**config.mk**
```make
export PLATFORM = sky130hd
export DESIGN_NAME = tx_length_framer
export DESIGN_NICKNAME = d
export VERILOG_FILES = /design/src/rtl/tx_length_framer_pkg.sv /design/src/rtl/tx_stp_token_gen.sv /design/src/rtl/tx_length_framer.sv
export SDC_FILE = /design/constraint.sdc
export NUM_CORES = 1
export LEC_CHECK = 0
export ABC_AREA = 1
export CAP_MARGIN = 20
export CORE_UTILIZATION = 25
export CTS_CLUSTER_DIAMETER = 150
export DETAILED_ROUTE_END_ITERATION = 8
export MAX_ROUTING_LAYER = met4
export SETUP_SLACK_MARGIN = 0.4
export SLEW_MARGIN = 20
export SYNTH_ARGS = -nofsm -noshare
export SYNTH_HDL_FRONTEND = slang
export SYNTH_SLANG_ARGS = --single-unit
```
**constraint.sdc**
```tcl
create_clock -name pclk -period 3.55 [get_ports pclk]
set_input_delay 0.355 -clock pclk [delete_from_list [all_inputs] [get_ports pclk]]
set_output_delay 0.355 -clock pclk [all_outputs]
set_load 0.03 [all_outputs]
```
**src/rtl/tx_length_framer_pkg.sv**
```systemverilog
// tx_length_framer_pkg
//   Shared definitions for the TX length framer: FSM state encoding, the STP
//   token nibble, the link-generation codes that select 128b/130b framing,
//   and the bit offsets of the fields inside the 32-bit STP token.
package tx_length_framer_pkg;

  typedef enum logic [1:0] {
    ST_IDLE  = 2'd0,
    ST_FILL  = 2'd1,
    ST_TOKEN = 2'd2,
    ST_DATA  = 2'd3
  } state_e;

  localparam logic [3:0] STP_NIBBLE = 4'hF;

  localparam logic [2:0] GEN3_CODE = 3'b011;
  localparam logic [2:0] GEN4_CODE = 3'b100;
  localparam logic [2:0] GEN5_CODE = 3'b101;

  localparam int TOK_LEN_LSB  = 4;
  localparam int TOK_FCRC_LSB = 15;
  localparam int TOK_PAR_BIT  = 19;
  localparam int TOK_SEQ_LSB  = 20;

  // Gen3 and later links use 128b/130b framing with an STP token.
  function automatic logic is_framed(input logic [2:0] g);
    return (g == GEN3_CODE) || (g == GEN4_CODE) || (g == GEN5_CODE);
  endfunction

endpackage

```
**src/rtl/tx_stp_token_gen.sv**
```systemverilog
// tx_stp_token_gen
//   Combinational STP token builder.
//   Ports:
//     length [10:0]     frame length in DWs (TLP DWs plus the token DW)
//     seq    [SEQ_W-1:0] current sequence number
//     token  [31:0]     {seq, parity, FCRC, length, 4'hF}
//   FCRC is the XOR of the three length nibbles (top nibble zero-padded);
//   the parity bit makes bits [19:4] carry an even number of ones.
module tx_stp_token_gen
  import tx_length_framer_pkg::*;
#(
  parameter int SEQ_W = 12
) (
  input  logic [10:0]      length,
  input  logic [SEQ_W-1:0] seq,
  output logic [31:0]      token
);

  logic [3:0]  fcrc;
  logic [11:0] seq_field;

  always_comb begin
    fcrc      = length[3:0] ^ length[7:4] ^ {1'b0, length[10:8]};
    seq_field = 12'(seq);
    token                        = '0;
    token[3:0]                   = STP_NIBBLE;
    token[TOK_LEN_LSB +: 11]     = length;
    token[TOK_FCRC_LSB +: 4]     = fcrc;
    token[TOK_PAR_BIT]           = ^{fcrc, length};
    token[TOK_SEQ_LSB +: 12]     = seq_field;
  end

endmodule

```
**src/rtl/tx_length_framer.sv**
```systemverilog
// tx_length_framer
//   Store-and-forward TLP framer. One TLP is buffered, then emitted either
//   behind an STP token (Gen3+ framing) or bare with stp_out on the first DW
//   (legacy). TLPs longer than MAX_DW are truncated and flagged on err_len.
//   Ports:
//     pclk, reset_n        clock, asynchronous active-low reset
//     gen [2:0]            link generation, sampled when the TLP completes
//     tlp_data/valid/last  input DW stream, tlp_ready handshake
//     data_out/valid_out   framed output stream, out_ready handshake
//     stp_out, end_out     first (token/start) and last DW markers
//     length_out [10:0]    length field of the frame being sent
//     err_len              one-cycle pulse when a TLP overflows the buffer
module tx_length_framer
  import tx_length_framer_pkg::*;
#(
  parameter int MAX_DW = 32,
  parameter int SEQ_W  = 12
) (
  input  logic        pclk,
  input  logic        reset_n,
  input  logic [2:0]  gen,
  input  logic [31:0] tlp_data,
  input  logic        tlp_valid,
  input  logic        tlp_last,
  output logic        tlp_ready,
  output logic [31:0] data_out,
  output logic        valid_out,
  input  logic        out_ready,
  output logic        stp_out,
  output logic        end_out,
  output logic [10:0] length_out,
  output logic        err_len
);

  localparam int CW = $clog2(MAX_DW + 1);
  localparam int AW = (MAX_DW > 1) ? $clog2(MAX_DW) : 1;
  localparam logic [CW-1:0] MAX_CNT = CW'(MAX_DW);

  state_e           state_q, state_d;
  logic [CW-1:0]    count_q, cnt_nxt, rd_idx_q;
  logic [SEQ_W-1:0] seq_q;
  logic             framed_q, ovf_q;
  logic [31:0]      buf_mem [MAX_DW];
  logic [31:0]      token;
  logic [AW-1:0]    wr_addr;
  logic             in_acc, out_acc, full, last_rd, framed_now;

  assign in_acc     = tlp_valid & tlp_ready;
  assign out_acc    = valid_out & out_ready;
  assign full       = (count_q == MAX_CNT);
  assign last_rd    = (rd_idx_q == count_q - CW'(1));
  assign framed_now = is_framed(gen);
  assign wr_addr    = (state_q == ST_IDLE) ? '0 : count_q[AW-1:0];

  tx_stp_token_gen #(.SEQ_W(SEQ_W)) u_token (
    .length (length_out),
    .seq    (seq_q),
    .token  (token)
  );

  // Next-state and output decode. tlp_ready is gated by reset_n so nothing
  // is accepted while reset is held.
  always_comb begin
    state_d   = state_q;
    tlp_ready = 1'b0;
    valid_out = 1'b0;
    stp_out   = 1'b0;
    end_out   = 1'b0;
    data_out  = '0;
    cnt_nxt   = count_q;
    unique case (state_q)
      ST_IDLE: begin
        tlp_ready = reset_n;
        cnt_nxt   = CW'(1);
        if (tlp_valid) begin
          if (tlp_last) state_d = framed_now ? ST_TOKEN : ST_DATA;
          else          state_d = ST_FILL;
        end
      end
      ST_FILL: begin
        tlp_ready = reset_n;
        cnt_nxt   = full ? count_q : count_q + CW'(1);
        if (tlp_valid && tlp_last) state_d = framed_now ? ST_TOKEN : ST_DATA;
      end
      ST_TOKEN: begin
        valid_out = 1'b1;
        stp_out   = 1'b1;
        data_out  = token;
        if (out_ready) state_d = ST_DATA;
      end
      ST_DATA: begin
        valid_out = 1'b1;
        data_out  = buf_mem[rd_idx_q[AW-1:0]];
        stp_out   = !framed_q && (rd_idx_q == '0);
        end_out   = last_rd;
        if (out_ready && last_rd) state_d = ST_IDLE;
      end
      default: state_d = ST_IDLE;
    endcase
  end

  // Buffer write port; DWs beyond MAX_DW are dropped.
  always_ff @(posedge pclk) begin
    if (in_acc && !(state_q == ST_FILL && full)) buf_mem[wr_addr] <= tlp_data;
  end

  always_ff @(posedge pclk or negedge reset_n) begin
    if (!reset_n) begin
      state_q    <= ST_IDLE;
      count_q    <= '0;
      rd_idx_q   <= '0;
      seq_q      <= '0;
      framed_q   <= 1'b0;
      ovf_q      <= 1'b0;
      err_len    <= 1'b0;
      length_out <= '0;
    end else begin
      state_q <= state_d;
      err_len <= 1'b0;
      if (in_acc) begin
        count_q <= cnt_nxt;
        if (state_q == ST_IDLE) begin
          ovf_q <= 1'b0;
        end else if (full && !ovf_q) begin
          ovf_q   <= 1'b1;
          err_len <= 1'b1;
        end
        // Framing mode and length are frozen here for the whole frame.
        if (tlp_last) begin
          framed_q   <= framed_now;
          length_out <= 11'(cnt_nxt) + (framed_now ? 11'd1 : 11'd0);
          rd_idx_q   <= '0;
        end
      end
      if (out_acc && state_q == ST_DATA) begin
        rd_idx_q <= rd_idx_q + CW'(1);
        if (last_rd && framed_q) seq_q <= seq_q + SEQ_W'(1);
      end
    end
  end

endmodule

```
==> impl_metrics.yaml, run 1 <==
floorplan:
  initial_core_util_pct: 25.3
  die_w_um: 417
  die-area_mm2: 0.174
  ios: 88
  coreArea_mm2: 0.170
  rows: 151
  die_h_um: 417
sta:
  final.period_utilization_pct: 93.9
  slew_viol_final: 0
  rsz0062_at_grt: "yes"
  worst_pin_slew_ns: 0.932
  timing.fmax_mhz: 300
  layout_min_cycle_time_ns: 3.34
  setup_violations: 0
  holdWs_ns: 0.278
  finClkSkew_ns: 0.0474
  hold_violations: 0
  relSlewSlack_pct: 37.7
worst_hold_path:
  hp-class: "input pin to register"
  min_from: "tlp_data[23]"
finish:
  fin_area_mm2: 0.0545
  nets: 3734
  area_delta_synth_final_pct: 26.7
  nFillCells: 16600
  drive_gt1_share_pct: 18.1
synth:
  synthArstFlopShare_pct: 3.40
  yosys_warnings: 0
  yosysMostFrequentCell: "edfxtp_1"
  yosysTopAreaCell: "edfxtp_1"
  synth_common_cells: "1024 x edfxtp_1, 721 x nor2_1, 512 x o21ai_0"
  synth_area_mm2: 0.0430
  seq_area_frac_synth_pct: 73.5
  syn_inst: 3469
  ys.flop_type: "edfxtp_1"
  synth_area_leaders: "edfxtp_1 71%, nor2_1 6.3%, o21ai_0 6.0%"
  synth_area_per_cell_um2: 12.4
  synth_top_area_share_pct: 71.5
  synth-seq-cells: 1060
  synth_edf_count: 1024
  yosysUniqueCellTypes: 35
detailed_routing:
  drt-wirelength-per-cell_um: 23.2
  wl_met3_mm: 14.5
  drt.antenna.violating_nets: 0
  wl_met1_mm: 56.6
  drt_iter0_drc: 4086
  drtPass1Iterations: 6
  finalWirelength_mm: 141
  drc_errors: 0
  avgViaCountPerCell: 4.89
  top_layer: "met4"
  wl_met2_mm: 65.3
  vias: 29700
setup_path:
  worstSetupStartpoint: "rd_idx_q[1]"
  path_buf_inv: 4
  worst-setup-path-type: "register to output port"
  crit_top_cell: "buf_12"
  cpPeakStageDelay_ns: 0.48
  worstPathArrival_ns: 2.98
  crit_path_top_delay_cell: "dfrtp_4"
  required_ns: 3.19
  path_cells: "buf_12 -> buf_6 -> buf_16 -> o21ai_0 -> o211ai_1 -> nand3_1 -> nand3_2 -> nand2_2 -> nand3_4 -> buf_12"
  timing.rr.start: "state_q[1]"
  critPathTopFamily: "buffers and inverters"
  cp-end-kind: "output port"
  cp-start-kind: "register"
  path_max_fanout: 35
place:
  port_buffers: 83
  placed_cell_area_mm2: 0.0476
  gp_congestion: 0.834
  detailed_place_hpwl_mm: 75.8
pwr:
  power_density_mw_per_mm2: 810
  power.net_switching_mw: 16.7
  peakVddDrop_mv: 0.698
  netSwitchingFraction_pct: 37.7
  intPower_mw: 27.5
  pwr-share-seq_pct: 32.3
  power.share.clock_pct: 26.6
  p_comb_share_pct: 41.1
  p_leak_nw: 18.0
global_route:
  grtUsageTotal_pct: 16.1
  overflow: 0
  grt_pass1_vias: 27900
  antenna_found_initial: 5
  grt_pass1_wl_mm: 200
  grt_start_max_net_pins: 65
clocking:
  insertion_delay_ns: 0.71
  cts_buffers: 110
  cts_root_buffer: "clkbuf_16"
  cts_tree: "yes"
  cts.sinks: 1060
  htree_num_levels: 3
  clk_pin_slew_ns: 0.06
  cts_buffer_depth: 3
run_status:
  outcome: "completed"
flow_run:
  drv_cap: 0
sequential cells by signal, indices dropped and copies added (netlist names):
| signal | flops |
|---|---|
| rd_idx_q | 6 |
| framed_q | 1 |
| ovf_q | 1 |
| err_len | 1 |
| seq_q | 12 |
| length_out | 7 |
| buf_mem | 1024 |
| state_q | 2 |
| count_q | 6 |
cell families (layout without fill, tap and decap cells):
kind of cell	after synthesis	in the layout	synth area share [%]
adder cells (fa/ha/maj)	11	11	0.320
AO/OA/AOI/OAI	803	803	10.4
buffers and inverters	286	585	3.39
flip-flops	1060	1060	73.5
XOR/XNOR	10	10	0.204
other	1	7	0.00871
AND/OR/NAND/NOR	1298	1298	12.1
power groups by stage:
stage | clock network (mW) | logic (mW) | registers, mW
after floorplan | 0 | 7.98 | 14.4
after global placement | 0 | 13.3 | 14.6
after detailed placement | 0 | 13.4 | 14.6
after CTS | 11.9 | 16.9 | 14.3
after global routing | 12.3 | 19.1 | 14.3
final | 11.7 | 18.2 | 14.3
path summary, 6_finish.rpt:
check | endpoint | slack [ns] | cells past startpoint
worst min register to register | err_len | 0.48 | 1
worst min-delay path | buf_mem[24][23] | 0.28 | 1
worst max-delay path | data_out[1] | 0.21 | 10
min in group asynchronous | length_out[1] | 0.30 | 3
worst max register to register | buf_mem[5][2] | 0.56 | 11
max in group asynchronous | rd_idx_q[3] | 2.85 | 3
area by class of cell:
cell class / count / area (um^2) / area share, %
timing repair buffer: 319 / 4770 / 8.75
antenna: 3 / 7.51 / 0.0138
sequential: 1060 / 31700 / 58.1
inverter: 57 / 262 / 0.480
timing repair inverter: 9 / 128 / 0.234
multi-input combinational: 2126 / 11200 / 20.5
clock buffer: 140 / 2890 / 5.29
clock inverter: 60 / 739 / 1.36
tap: 2295 / 2870 / 5.27
per-layer routing:
layer	GRT usage, %	up-vias
met2	24.5	1561
li1	-	13100
met5	-	-
met1	21.1	14800
met3	3.89	224
met4	5.40	0
repair_timing:
| item | 4_1_cts | 5_1_grt |
|---|---|---|
| hold endpoints to repair | 36 | 0 |
| hold buffers | 1 | 0 |
| pin swaps | 74 | 70 |
| resized for setup | 287 | 155 |
| endpoints found under the setup margin | 579 | 695 |
| buffers inserted | 32 | 20 |
| cloned | 45 | 8 |
cell usage in the layout (no fill, tap or decap), types with 8 or more instances in the layout:
master	count
clkinv_2	17
edfxtp_1	1024
nor2_2	29
clkinv_1	22
nand2_1	306
o22ai_1	101
buf_12	75
nand3_1	128
o21ai_0	433
clkdlybuf4s50_1	33
buf_4	108
buf_6	17
nand2_2	30
bufinv_16	16
o21ai_1	87
nand3_4	22
buf_2	15
nand3_2	43
o21ai_2	11
o211ai_1	129
dfrtp_1	30
ha_1	8
clkbuf_16	119
a21oi_2	11
inv_1	48
nor2_4	47
nand4_1	19
buf_16	48
nor2_1	649
a21oi_1	16
clkbuf_1	29
nand2_4	14
per-stage QoR:
step	cells	setup slack (ns)	util, %	TNS [ns]	power [mW]
floorplan	3472	-0.0738	-	-51.40	22.4
finish	6069	0.215	32.0	0	44.2
CTS	6038	0.256	31.5	0	43.1
global placement	5760	0.0925	28.0	0	27.9
global route	6067	0.195	32.0	0	45.7
detailed placement	5760	0.0624	28.0	0	27.9
Note: power is estimated with default switching activity, not from simulation.
==> inputs of run 2 (changes only) <==
Settings changed: ABC_CLOCK_PERIOD_IN_PS from default to 3550.
==> results of run 2 <==
Final layout, timing and power as in run 1 (identical DEF).
